`config.mk`:
```
export PLATFORM = sky130hd
export DESIGN_NAME = mblk_scan_addr_gen
export DESIGN_NICKNAME = d
export VERILOG_FILES = /design/src/rtl/mblk_scan_addr_gen.sv
export SDC_FILE = /design/constraint.sdc
export NUM_CORES = 1
export LEC_CHECK = 0
export BUFFER_PORTS_ARGS = -buffer_cell sky130_fd_sc_hd__buf_2
export CORE_AREA = 2 2 195 197
export DETAILED_ROUTE_END_ITERATION = 8
export DIE_AREA = 0 0 197 199
export HOLD_SLACK_MARGIN = 0.08
export PLACE_DENSITY = 0.66
export SLEW_MARGIN = 5
export SYNTH_ARGS = -nofsm -noshare
export SYNTH_HDL_FRONTEND = slang
export SYNTH_SLANG_ARGS = --single-unit
```
`constraint.sdc`:
```
create_clock -name iClk -period 15.97 [get_ports iClk]
set_input_delay 4.791 -clock iClk [delete_from_list [all_inputs] [get_ports iClk]]
set_output_delay 4.791 -clock iClk [all_outputs]
set_load 0.01 [all_outputs]
```
`src/rtl/mblk_scan_addr_gen.sv`:
```
// Macroblock-order address sequencer: walks a raster frame buffer block by block
// and emits one linear pixel address per accepted beat, with block/frame framing flags.
module mblk_scan_addr_gen #(
    parameter int DIM_W  = 12,
    parameter int ADDR_W = 22
) (
    input  logic              iClk,
    input  logic              iRst,
    input  logic              iStart,
    input  logic [1:0]        iMbType,
    input  logic [DIM_W-1:0]  iFrameW,
    input  logic [DIM_W-1:0]  iFrameH,
    output logic              oBusy,
    output logic              oErr,
    output logic              oDone,
    output logic              oValid,
    input  logic              iReady,
    output logic [ADDR_W-1:0] oAddr,
    output logic              oMbFirst,
    output logic              oMbLast,
    output logic              oFrameLast
);

    typedef enum logic {IDLE, RUN} state_t;

    localparam logic [63:0] AREA_MAX = 64'd1 << ADDR_W;

    state_t state_reg, state_next;

    // Frame configuration captured at start
    logic [DIM_W-1:0]  w_reg, w_next;
    logic [ADDR_W-1:0] sw_reg, sw_next;
    logic [5:0]        s_last_reg, s_last_next;
    logic [DIM_W-1:0]  cols_last_reg, cols_last_next;
    logic [DIM_W-1:0]  rows_last_reg, rows_last_next;

    // Scan position of the beat currently presented
    logic [5:0]        px_reg, px_next;
    logic [5:0]        py_reg, py_next;
    logic [DIM_W-1:0]  mbx_reg, mbx_next;
    logic [DIM_W-1:0]  mby_reg, mby_next;
    logic [ADDR_W-1:0] col_off_reg, col_off_next;
    logic [ADDR_W-1:0] row_base_reg, row_base_next;
    logic [ADDR_W-1:0] line_base_reg, line_base_next;

    logic              valid_reg, valid_next;
    logic [ADDR_W-1:0] addr_reg, addr_next;
    logic              mb_first_reg, mb_first_next;
    logic              mb_last_reg, mb_last_next;
    logic              frame_last_reg, frame_last_next;
    logic              done_reg, done_next;
    logic              err_reg, err_next;

    logic [2:0]         lg_in;
    logic [5:0]         s_last_in;
    logic [2*DIM_W-1:0] area_in;
    logic               bad_start;
    logic               accept;

    assign accept = valid_reg && iReady;

    // Start qualification; the single multiply here only runs on the start cycle
    always_comb begin
        lg_in     = 3'd4;
        s_last_in = 6'd15;
        case (iMbType)
            2'b01:   begin lg_in = 3'd6; s_last_in = 6'd63; end
            2'b10:   begin lg_in = 3'd5; s_last_in = 6'd31; end
            default: begin lg_in = 3'd4; s_last_in = 6'd15; end
        endcase
        area_in   = (2*DIM_W)'(iFrameW) * (2*DIM_W)'(iFrameH);
        bad_start = (iMbType == 2'b00) || (iFrameW == '0) || (iFrameH == '0)
                 || ((iFrameW & DIM_W'(s_last_in)) != '0)
                 || ((iFrameH & DIM_W'(s_last_in)) != '0)
                 || (64'(area_in) > AREA_MAX);
    end

    always_ff @(posedge iClk) begin
        if (iRst) begin
            state_reg <= IDLE;
        end else begin
            state_reg <= state_next;
        end
    end

    always_comb begin
        state_next = state_reg;
        case (state_reg)
            IDLE:    if (iStart && !bad_start) state_next = RUN;
            RUN:     if (accept && frame_last_reg) state_next = IDLE;
            default: state_next = IDLE;
        endcase
    end

    always_comb begin
        w_next          = w_reg;
        sw_next         = sw_reg;
        s_last_next     = s_last_reg;
        cols_last_next  = cols_last_reg;
        rows_last_next  = rows_last_reg;
        px_next         = px_reg;
        py_next         = py_reg;
        mbx_next        = mbx_reg;
        mby_next        = mby_reg;
        col_off_next    = col_off_reg;
        row_base_next   = row_base_reg;
        line_base_next  = line_base_reg;
        valid_next      = valid_reg;
        addr_next       = addr_reg;
        mb_first_next   = mb_first_reg;
        mb_last_next    = mb_last_reg;
        frame_last_next = frame_last_reg;
        done_next       = 1'b0;
        err_next        = 1'b0;
        case (state_reg)
            IDLE: begin
                if (iStart) begin
                    if (bad_start) begin
                        err_next = 1'b1;
                    end else begin
                        w_next          = iFrameW;
                        sw_next         = ADDR_W'(iFrameW) << lg_in;
                        s_last_next     = s_last_in;
                        cols_last_next  = (iFrameW >> lg_in) - DIM_W'(1);
                        rows_last_next  = (iFrameH >> lg_in) - DIM_W'(1);
                        px_next         = '0;
                        py_next         = '0;
                        mbx_next        = '0;
                        mby_next        = '0;
                        col_off_next    = '0;
                        row_base_next   = '0;
                        line_base_next  = '0;
                        valid_next      = 1'b1;
                        addr_next       = '0;
                        mb_first_next   = 1'b1;
                        mb_last_next    = 1'b0;
                        frame_last_next = 1'b0;
                    end
                end
            end
            RUN: begin
                if (accept) begin
                    if (frame_last_reg) begin
                        valid_next      = 1'b0;
                        addr_next       = '0;
                        mb_first_next   = 1'b0;
                        mb_last_next    = 1'b0;
                        frame_last_next = 1'b0;
                        done_next       = 1'b1;
                    end else begin
                        if (px_reg != s_last_reg) begin
                            px_next = px_reg + 6'd1;
                        end else begin
                            px_next = '0;
                            if (py_reg != s_last_reg) begin
                                py_next        = py_reg + 6'd1;
                                line_base_next = line_base_reg + ADDR_W'(w_reg);
                            end else begin
                                py_next = '0;
                                if (mbx_reg != cols_last_reg) begin
                                    mbx_next       = mbx_reg + DIM_W'(1);
                                    col_off_next   = col_off_reg + ADDR_W'(s_last_reg) + ADDR_W'(1);
                                    line_base_next = row_base_reg + col_off_next;
                                end else begin
                                    // Next block row starts S lines further down
                                    mbx_next       = '0;
                                    mby_next       = mby_reg + DIM_W'(1);
                                    col_off_next   = '0;
                                    row_base_next  = row_base_reg + sw_reg;
                                    line_base_next = row_base_next;
                                end
                            end
                        end
                        addr_next       = line_base_next + ADDR_W'(px_next);
                        mb_first_next   = (px_next == '0) && (py_next == '0);
                        mb_last_next    = (px_next == s_last_reg) && (py_next == s_last_reg);
                        frame_last_next = mb_last_next && (mbx_next == cols_last_reg)
                                       && (mby_next == rows_last_reg);
                    end
                end
            end
            default: ;
        endcase
    end

    always_ff @(posedge iClk) begin
        if (iRst) begin
            w_reg          <= '0;
            sw_reg         <= '0;
            s_last_reg     <= '0;
            cols_last_reg  <= '0;
            rows_last_reg  <= '0;
            px_reg         <= '0;
            py_reg         <= '0;
            mbx_reg        <= '0;
            mby_reg        <= '0;
            col_off_reg    <= '0;
            row_base_reg   <= '0;
            line_base_reg  <= '0;
            valid_reg      <= 1'b0;
            addr_reg       <= '0;
            mb_first_reg   <= 1'b0;
            mb_last_reg    <= 1'b0;
            frame_last_reg <= 1'b0;
            done_reg       <= 1'b0;
            err_reg        <= 1'b0;
        end else begin
            w_reg          <= w_next;
            sw_reg         <= sw_next;
            s_last_reg     <= s_last_next;
            cols_last_reg  <= cols_last_next;
            rows_last_reg  <= rows_last_next;
            px_reg         <= px_next;
            py_reg         <= py_next;
            mbx_reg        <= mbx_next;
            mby_reg        <= mby_next;
            col_off_reg    <= col_off_next;
            row_base_reg   <= row_base_next;
            line_base_reg  <= line_base_next;
            valid_reg      <= valid_next;
            addr_reg       <= addr_next;
            mb_first_reg   <= mb_first_next;
            mb_last_reg    <= mb_last_next;
            frame_last_reg <= frame_last_next;
            done_reg       <= done_next;
            err_reg        <= err_next;
        end
    end

    always_comb begin
        oBusy      = (state_reg == RUN);
        oErr       = err_reg;
        oDone      = done_reg;
        oValid     = valid_reg;
        oAddr      = addr_reg;
        oMbFirst   = mb_first_reg;
        oMbLast    = mb_last_reg;
        oFrameLast = frame_last_reg;
    end

endmodule

```
==> summary.txt, run 1 <==
Timing
  – Least-Margin Pin Slew: ~1.2 ns
  – Fmax: 87.81 MHz
  – Tmin final: around 11 ns
  – Setup TNS: 0 ns
  – Setup-failing EPs final: 0
  – Slew HR: 0.1815
  – Final Cycle Share: 0.7131
  – Final count of hold timing violations: 0
  – Pins over their slew limit: 0
  – Unrepaired setup endpoints after global routing: false
  – Final Skew: 0.01084 ns

Power
  – Leak pwr: roughly 8.3 nW
  – Peak VDD IR: 0.1671 mV
  – Power density cells: 103.7 nW/um^2

Outcome
  – Status: finished, final reports clean

Floorplanning
  – Core Rows: 71
  – Core area: 37130 sq um
  – Initial core utilization: 0.4944
  – Die Ht: roughly 200 um
  – I/O Pins: 59
  – Die width: 197 um
  – Die area: 39200 sq um

Synthesis
  – Mapped cell area: roughly 18000 sq um
  – Post-synthesis async set-or-reset flop share: 0
  – Adder-cell share of the synthesized area: 0.2006
  – Mapped Cells: 2335
  – XOR/XNOR Fraction of Synth Area: 0.06399
  – Dominant cell type by area after synthesis: dfxtp_1
  – Mux cell area share after synthesis: 0.02992
  – Post-synthesis simple-gate area fraction: 0.2348
  – Synth top area cells: dfxtp_1 20%, fa_1 11%, ha_1 8.7%, nand2_1 6.0%, a21oi_1 4.7%
  – Synthesized Nets: 2597
  – Compound-Gate Fraction of Synth Area: 0.2101
  – Most numerous cell in the Yosys netlist: nand2_1
  – Yosys reg bits: approximately 180
  – Ys Warns: 0
  – Seq/Total Area, Yosys: 0.1974
  – Synth top area share: 0.1974
  – Mean post-synth cell area: roughly 8 sq um
  – Number of synthesized flops with an enable pin: 0
  – Largest family of logic cells by synthesized area: simple AND/OR/NAND/NOR gates
  – Most frequent cells after synthesis: 294 x nand2_1, 181 x dfxtp_1, 171 x a21oi_1, 161 x nor2_1, 159 x inv_1
  – Post-synth top flop: dfxtp_1
  – Yosys cell types: 93

Clocking
  – Clock Latency Late Sink: 0.46 ns
  – Clock buffer depth: 2
  – Total CTS buffers: 17
  – CTS tree: done
  – H-tree levels: 4
  – Post-CTS Setup Inserts: 0
  – Clk sinks: 181
  – Clk slew on worst S/H paths: 0.07 ns
  – Post_cts resized: 0
  – Clock Tree Root: clkbuf_16
  – Hold_buf cts: 0

Placed design
  – HPWL Detailed: 42.54 mm
  – DP Area: 18910 sq um
  – I/O Buffers: 58
  – GPL Wtd Cong: 0.9407

Hold path
  – HP Class: flip-flop to flip-flop

Detailed routing
  – Initial DRT Pass Iterations: 5
  – Initial drt markers: between 1000 and 1500
  – DRC errors left: 0
  – ANT nets after route: 0
  – Via density: 6.165
  – Total wire length: ~56 mm
  – WL/cell: 20.09 um
  – DR vias: about 17000

Finish
  – Area Growth Syn to Fin: 6.249%
  – Fraction of layout cells with a size suffix above 1: 0.07001
  – Final instance area: a little under 20000 sq um
  – # fillers: 3581
  – Antenna Cells: 0
  – Nets: ~2600

Global routing
  – Largest net degree at the start of global routing: 67
  – Vias in the first global route: 16490
  – Initial antenna violation count: 0
  – First-pass GRT wire length: 90.23 mm
  – Gr usage total: 0.2912
  – Remaining global-route overflow: 0

Worst setup path
  – Reg2reg setup slack: 9.29 ns
  – Crit end category: flip-flop
  – CP required: 16.37 ns
  – CP Max Fanout: 37
  – WP data arrival: 11.79 ns
  – Critical path class: input pin to flip-flop
  – Type of origin of the critical path: input pin

Run
  – Maxcap violations: 0
[power breakdown]
part / internal [mW] / switching [mW] / total (mW)
sequential: 0.451 / 0.000207 / 0.451
clock: 0.229 / 0.208 / 0.437
combinational: 0.433 / 0.701 / 1.13
[routing by layer]
metal  part of all wire  global-route usage  vias up
met5                  0                   0        -
met3              0.060             0.03967      132
met4              0.041              0.1275        0
li1                   -                   -     8217
met2               0.46              0.4854      615
met1               0.43              0.3778     8223
[cells in the final DEF (no fill, tap or decap), drive strengths merged, types with 9 or more instances in the layout]
| master | count |
|---|---|
| nand2 | 294 |
| dfxtp | 181 |
| a21oi | 174 |
| inv | 166 |
| nor2 | 163 |
| ha | 128 |
| fa | 104 |
| o21ai | 98 |
| nand3 | 89 |
| buf | 85 |
| xnor2 | 81 |
| and2 | 74 |
| nor3 | 52 |
| xor2 | 48 |
| mux2i | 35 |
| and3 | 33 |
| nand4 | 32 |
| o211ai | 32 |
| a21o | 30 |
| a211oi | 30 |
| a22o | 26 |
| a31oi | 22 |
| nand2b | 21 |
| clkbuf | 19 |
| a311oi | 17 |
| nor4 | 17 |
| nor2b | 16 |
| o21a | 16 |
| or3 | 16 |
| and4 | 13 |
| o31ai | 13 |
| nand3b | 13 |
| or4 | 12 |
| nand4b | 9 |
[worst max-delay path, cell delays in order]
cell and delay [ns]:
buf_2 0.31, nand2_1 0.14, fa_1 0.59, fa_1 0.45, fa_1 0.55, inv_1 0.05, fa_1 0.47, inv_1 0.05
fa_1 0.48, inv_1 0.05, ha_1 0.36, a21oi_2 0.22, o211ai_1 0.12, o211a_1 0.21, a2111oi_4 0.46, o31a_1 0.27
mux2i_2 0.40, nor4_1 0.11, o31a_1 0.30, buf_4 0.24, nor2_4 0.85, a22o_1 0.28
[stage by stage]
step,utilization,instances,worst slack [ns],power [mW],hold WS [ns]
CTS,0.5253,2788,4.595,2.018,0.4497
detailed placement,0.5094,2756,4.159,1.577,0.4398
global placement,0.5094,2756,4.241,1.578,0.4343
floorplan,-,2335,5.082,1.317,0.4362
finish,0.5253,2788,4.582,2.022,0.4461
global route,0.5253,2788,4.231,2.193,0.4642
[final timing paths]
| path | start | endpoint | cells past startpoint |
|---|---|---|---|
| worst max register to register | s_last_reg[3] | oAddr[21] | 21 |
| worst min register to register | oAddr[4] | oAddr[4] | 2 |
| worst max-delay path | iFrameW[7] | mbx_reg[4] | 22 |
| worst min-delay path | oAddr[4] | oAddr[4] | 2 |
[cells by family (layout without fill, tap and decap cells)]
logic type | Yosys count | in the layout
adder cells (fa/ha/maj) | 232 | 232
buffers and inverters | 297 | 276
AND/OR/NAND/NOR | 872 | 872
flip-flops | 181 | 181
other | 1 | 1
XOR/XNOR | 131 | 131
multiplexers | 47 | 47
AO/OA/AOI/OAI | 574 | 574
[final cells by class]
class | instances | area, sq um | area share
sequential | 181 | 3623 | 0.1857
multi-input combinational | 1857 | 13610 | 0.6974
inverter | 159 | 596.8 | 0.03059
tap | 474 | 593.1 | 0.03040
timing repair buffer | 85 | 495.5 | 0.02540
clock buffer | 19 | 452.9 | 0.02322
clock inverter | 13 | 140.1 | 0.007184
(Power assumes the default switching activity.)
==> inputs of run 2 (changes only) <==
--- a/config.mk
+++ b/config.mk
@@ -10,7 +10,7 @@
 export DETAILED_ROUTE_END_ITERATION = 8
 export DIE_AREA = 0 0 197 199
 export HOLD_SLACK_MARGIN = 0.08
-export PLACE_DENSITY = 0.66
+export PLACE_DENSITY = 0.68
 export SLEW_MARGIN = 5
 export SYNTH_ARGS = -nofsm -noshare
 export SYNTH_HDL_FRONTEND = slang
==> constraint.sdc (replaced) <==
create_clock -name iClk -period 9.74 [get_ports iClk]
set_input_delay 2.922 -clock iClk [delete_from_list [all_inputs] [get_ports iClk]]
set_output_delay 2.922 -clock iClk [all_outputs]
set_load 0.01 [all_outputs]
==> run 2 against run 1 <==
Via count is 0.21% higher; worst hold slack hardly changed; die area stayed put; worst setup slack worse by 4.0 ns; design area is 0.29% higher; critical path type unchanged; largest cell class unchanged; highest routed layer unchanged.
==> summary.txt, run 2 (synthesis gave the netlist of run 1 again) <==
Finish
  – Fraction of layout cells with a size suffix above 1: 0.07198
  – Final instance area: 19560 sq um
  – Leading cell type in the layout, fill and taps excluded: nand2_1
  – Area taken by multi-input logic gates: 13610 sq um
  – Layout Utilization: 0.5269
  – # fillers: between 3000 and 4000
  – Most frequent cells in the layout: 293 x nand2_1, 181 x dfxtp_1, 171 x a21oi_1, 160 x nor2_1, 159 x inv_1
  – Nets: 2572
  – Area Growth Syn to Fin: 6.556%
  – Reg area: 3623 sq um
  – Antenna Cells: 0

Hold path
  – WHS Endpoint: oAddr[16]
  – Min-Delay Startpoint: oAddr[16]
  – HP Class: flip-flop to flip-flop
  – Hold Path Depth: 2

Detailed routing
  – Initial drt markers: approximately 1500
  – Metal2 WL: between 20 and 30 mm
  – Total wire length: 56.38 mm
  – WL/cell: approximately 20 um
  – Initial DRT Pass Iterations: 5
  – WL met1: 24.18 mm
  – DR vias: 17220
  – ANT nets after route: 0
  – DRC errors left: 0
  – DR top layer: met4
  – DR WL met3: approximately 3.4 mm
  – Via density: 6.164

Power
  – Sw frac: 0.4431
  – Int Pwr: ~1.9 mW
  – PnR Total Power: 3.340 mW
  – Peak VDD IR: between 0.3 and 0.4 mV
  – Clk pwr share: 0.206
  – Logic pwr share: 0.573
  – Leak pwr: 8.326 nW
  – Psw: 1.480 mW
  – Seq pwr share: 0.222
  – Power density cells: 170.7 nW/um^2

Clocking
  – H-tree levels: 4
  – Post_cts resized: 0
  – Total CTS buffers: 17
  – Clock Tree Root: clkbuf_16
  – Clock Latency Late Sink: 0.46 ns
  – Clock buffer depth: 2
  – Hold_buf cts: 0
  – Clk slew on worst S/H paths: 0.06 ns
  – CTS tree: done
  – Clk sinks: 181
  – Post-CTS Setup Inserts: 0

Worst setup path
  – Reg2reg setup slack: 2.88 ns
  – Worst R2R Start: s_last_reg[3]
  – CP cell instances: buf_2 -> nand2_1 -> fa_1 -> fa_1 -> fa_1 -> inv_1 -> fa_1 -> inv_1 -> fa_1 -> inv_1 -> ha_1 -> a21oi_2 -> o211ai_1 -> o211a_1 -> a2111oi_0 -> a2111oi_2 -> nand4_1 -> nor4_1 -> o31a_1 -> nor2_4 -> a22o_1
  – Crit end category: flip-flop
  – CP Max Fanout: 37
  – CP max stage delay: 0.80 ns
  – Critical path class: input pin to flip-flop
  – CP required: between 10 and 15 ns
  – Slowest cell on the critical path: a2111oi_0
  – Most used cell, CP: fa_1
  – Setup crit start: iFrameW[4]
  – Type of origin of the critical path: input pin
  – R2R cell count: 21
  – RR Endpoint: oAddr[21]
  – WP data arrival: 9.57 ns

Timing
  – Final count of hold timing violations: 0
  – Setup-failing EPs final: 0
  – Least-Margin Pin Slew: ~1.1 ns
  – Final Cycle Share: 0.9413
  – Fmax: 109.1 MHz
  – Pins over their slew limit: 0
  – Tmin final: 9.168 ns
  – Setup TNS: 0 ns
  – Final worst setup slack: 0.5721 ns
  – Slew HR: 0.2577
  – Final Skew: 0.01326 ns
  – Unrepaired setup endpoints after global routing: false

Placed design
  – GPL Wtd Cong: around 0.95
  – Place WS: 0.1861 ns
  – HPWL Detailed: 42.69 mm
  – DP Area: 19010 sq um
  – I/O Buffers: 58

Floorplanning
  – Initial core utilization: 0.4944
  – Die area: 39200 sq um
  – Die width: 197 um
  – Core area: about 37000 sq um
  – Die Ht: 199 um
  – I/O Pins: 59
  – Core Rows: 71

Global routing
  – Initial antenna violation count: 1
  – Largest net degree at the start of global routing: 73
  – Vias in the first global route: around 17000
  – Remaining global-route overflow: 0
  – First-pass GRT wire length: slightly above 90 mm
  – Gr usage total: 0.2949

Outcome
  – Status: finished, final reports clean

Run
  – Maxcap violations: 0
run 2: cell types whose count changed in the layout (fill, tap and decap cells not counted):
cell / change
clkbuf_8: -1
inv_8: -3
buf_4: +7
clkinv_2: +3
nand2_1: -1
buf_12: +2
clkinv_4: -1
clkbuf_1: +2
bufinv_16: +1
inv_6: -4
nand2_2: +1
run 2: worst max-delay path: cells and delay by family:
family                   cells  cell delay, ns
adder cells (fa/ha/maj)      6            2.83
AO/OA/AOI/OAI                7            2.04
AND/OR/NAND/NOR              4            1.27
buffers and inverters        4            0.47
run 2: worst max path at each step:
stage	to	slack [ns]	cells past startpoint
CTS	mbx_reg[4]	0.62	21
detailed placement	line_base_reg[12]	0.19	21
global route	mbx_reg[4]	0.22	21
global placement	line_base_reg[12]	0.26	21
finish	line_base_reg[12]	0.57	21
floorplan	line_base_reg[12]	0.72	24
run 2: cell type report:
| class | instances | share of cell area |
|---|---|---|
| Sequential cell | 181 | 0.1852 |
| Multi-Input combinational cell | 1857 | 0.6956 |
| Inverter | 159 | 0.03051 |
| Clock buffer | 20 | 0.02283 |
| Tap cell | 474 | 0.03031 |
| Timing Repair Buffer | 94 | 0.03006 |
| Clock inverter | 9 | 0.005500 |
run 2: metal layers:
metal / track usage / vias to the layer above
met1: 0.3765 / 8273
met2: 0.5050 / 588
met3: 0.03662 / 125
met4: 0.1223 / 0
met5: 0 / -
li1: - / 8237
run 2: power by group through the flow:
stage / sequential, mW / combinational (mW) / clock, mW
2_1_floorplan: 0.757 / 1.40 / 0
3_3_place_gp: 0.757 / 1.88 / 0
3_5_place_dp: 0.757 / 1.87 / 0
4_1_cts: 0.740 / 1.89 / 0.693
5_1_grt: 0.740 / 2.15 / 0.723
6_report: 0.740 / 1.91 / 0.686
run 2: stage by stage:
stage                     hold WS (ns)  instances
after global placement          0.4346       2765
after detailed placement        0.4382       2765
after floorplan                 0.4362       2335
after global routing            0.4861       2794
after CTS                       0.4538       2794
final                           0.4464       2794
==> inputs of run 3 (changes only) <==
==> constraint.sdc (replaced) <==
create_clock -name iClk -period 7.79 [get_ports iClk]
set_input_delay 2.337 -clock iClk [delete_from_list [all_inputs] [get_ports iClk]]
set_output_delay 2.337 -clock iClk [all_outputs]
set_load 0.01 [all_outputs]
==> run 3 against run 2 <==
The run now ends with setup timing left; clock-buffer cell count is 2 lower; worst hold slack gained 0.0051 ns; wire length rose by 7.2%; flip-flop and latch count unchanged; total power is 68% higher; register-to-register slack lost 1.4 ns; critical path depth increased by 1; die area did not move; cell count rose by 6.9%; critical endpoint is now rows_last_reg[10]; largest power group unchanged; highest routed layer is now met5.
==> summary.txt, run 3 (synthesis gave the netlist of run 1 again) <==
Worst setup path
  – Type of origin of the critical path: input pin
  – WP depth: 22
  – Most used cell, CP: fa_1
  – CP top delay family: adder cells
  – Crit end category: flip-flop
  – CP bufs+invs: 5
  – CP Max Fanout: 7
  – CP max stage delay: 0.61 ns
  – CP required: around 8 ns
  – WP data arrival: about 8.3 ns
  – CP cell instances: buf_8 -> and2_4 -> fa_1 -> fa_1 -> fa_1 -> fa_1 -> fa_1 -> ha_4 -> a21oi_4 -> o211ai_1 -> o211a_4 -> buf_6 -> buf_6 -> a222oi_1 -> and3b_1 -> nand4_1 -> buf_4 -> nor4b_4 -> buf_6 -> nor2_4 -> or4b_4 -> a21oi_2
  – R2R cell count: 23
  – Critical path class: input pin to flip-flop
  – Slowest cell on the critical path: fa_1

Power
  – PnR Total Power: between 5 and 6 mW
  – Sw frac: 0.4172
  – Logic pwr share: 0.681
  – Int Pwr: ~3.3 mW
  – Seq pwr share: 0.164
  – Psw: 2.347 mW
  – Peak VDD IR: around 0.35 mV
  – Clk pwr share: 0.155
  – Power density cells: 251.1 nW/um^2
  – Leak pwr: 9.585 nW

Floorplanning
  – Initial core utilization: 0.4944
  – Die width: 197 um
  – I/O Pins: 59
  – Die Ht: 199 um
  – Core area: roughly 37000 sq um
  – Die area: 39200 sq um
  – Core Rows: 71

Finish
  – Finished Layout Cells: 2986
  – Layout Utilization: 0.6033
  – Leading cell type in the layout, fill and taps excluded: nand2_1
  – Nets: 2761
  – Area Growth Syn to Fin: 22.03%
  – Most frequent cells in the layout: 277 x nand2_1, 181 x dfxtp_1, 165 x buf_4, 157 x nor2_1, 156 x inv_1
  – Antenna Cells: 0
  – Fraction of layout cells with a size suffix above 1: 0.1899

Timing
  – Setup-failing EPs final: 27
  – Slew HR: 0.06908
  – Final worst setup slack: -0.09673 ns
  – Final count of hold timing violations: 0
  – Worst hold margin: 0.4515 ns
  – Final Skew: 0.01427 ns
  – Pins over their slew limit: 0
  – Final Cycle Share: 1.012
  – Least-Margin Pin Slew: 1.393 ns
  – Tmin final: 7.887 ns
  – Unrepaired setup endpoints after global routing: true
  – Fmax: 126.8 MHz

Detailed routing
  – Total wire length: 60.41 mm
  – Initial DRT Pass Iterations: 6
  – WL/cell: 20.23 um
  – DRC errors left: 0
  – DR vias: 18390
  – Via density: 6.158
  – Initial drt markers: about 1600
  – ANT nets after route: 0

Global routing
  – Largest net degree at the start of global routing: 79
  – Vias in the first global route: 17580
  – Gr usage total: 0.3032
  – Initial antenna violation count: 1
  – First-pass GRT wire length: 94.14 mm
  – Remaining global-route overflow: 0

Clocking
  – Total CTS buffers: 17
  – H-tree levels: 4
  – Hold_buf cts: 0
  – CTS tree: done
  – Clock Tree Root: clkbuf_16
  – Clock buffer depth: 2
  – Clk slew on worst S/H paths: approximately 0.08 ns
  – Clock Latency Late Sink: 0.46 ns
  – Clk sinks: approximately 180

Hold path
  – HP Class: flip-flop to flip-flop
  – Hold Path Depth: 2

Placed design
  – Cell count after placement: 2899
  – I/O Buffers: 58
  – HPWL Detailed: 44.28 mm
  – GPL Wtd Cong: 0.9439

Run
  – Maxcap violations: 0

Outcome
  – Failing checks: setup timing
  – Status: complete, but fails checks
run 3: changes by cell type in the layout (fill, tap and decap cells not counted), sizes merged:
cell	change
buf	+178
bufinv	-2
clkbuf	+8
clkinv	-1
inv	+8
nor2	+1
run 3: per-layer routing:
layer	part of all wire	up-vias	global-route usage
met2	0.47	635	0.5176
met5	0.00022	-	0
met4	0.045	2	0.1253
met3	0.064	159	0.03645
li1	-	8618	-
met1	0.42	8975	0.3894
run 3: path summary, 6_finish.rpt:
| path | startpoint | endpoint | slack (ns) |
|---|---|---|---|
| max | iFrameW[1] | rows_last_reg[10] | -0.1 |
| min reg2reg | oAddr[18] | oAddr[18] | 0.45 |
| max reg2reg | s_last_reg[3] | oAddr[21] | 1.47 |
| min | oAddr[18] | oAddr[18] | 0.45 |
run 3: power by group through the flow:
stage          sequential, mW  clock (mW)  combinational [mW]
2_1_floorplan           0.947           0                2.05
3_3_place_gp            0.947           0                3.24
3_5_place_dp            0.947           0                3.25
4_1_cts                 0.925       0.877                3.45
5_1_grt                 0.925       0.906                4.21
6_report                0.925       0.872                3.83
run 3: through the flow:
stage          cell area [sq um]  TNS, ns  setup WS, ns
6_report                   22400  -0.6293      -0.09673
5_1_grt                    22400   -17.83       -0.2986
4_1_cts                    21210        0      0.002601
3_5_place_dp               20230  -103.50       -0.8422
3_3_place_gp               20230   -87.11       -0.7085
2_1_floorplan              18720   -3.647       -0.1052
run 3: layout make-up:
class,instances,area (sq um)
fillers,3267,14730
multi-input cells,1858,14390
flip-flops and latches,181,3623
repair buffers,282,2629
inverters,159,596.8
well taps,474,593.1
clock buffers,18,439.2
clock inverters,14,132.6
run 3: worst min-delay path, stage by stage, from the launching register on:
cell and delay, ns:
dfxtp_1 0.33, nand2_1 0.04, o21ai_0 0.05
run 3: repair_timing:
| item | 4_1_cts | 5_1_grt |
|---|---|---|
| pin swaps | 22 | 108 |
| resized for setup | 37 | 182 |
| endpoints found under the setup margin | 157 | 177 |
| setup buffers | 18 | 25 |
| cloned | 4 | 10 |
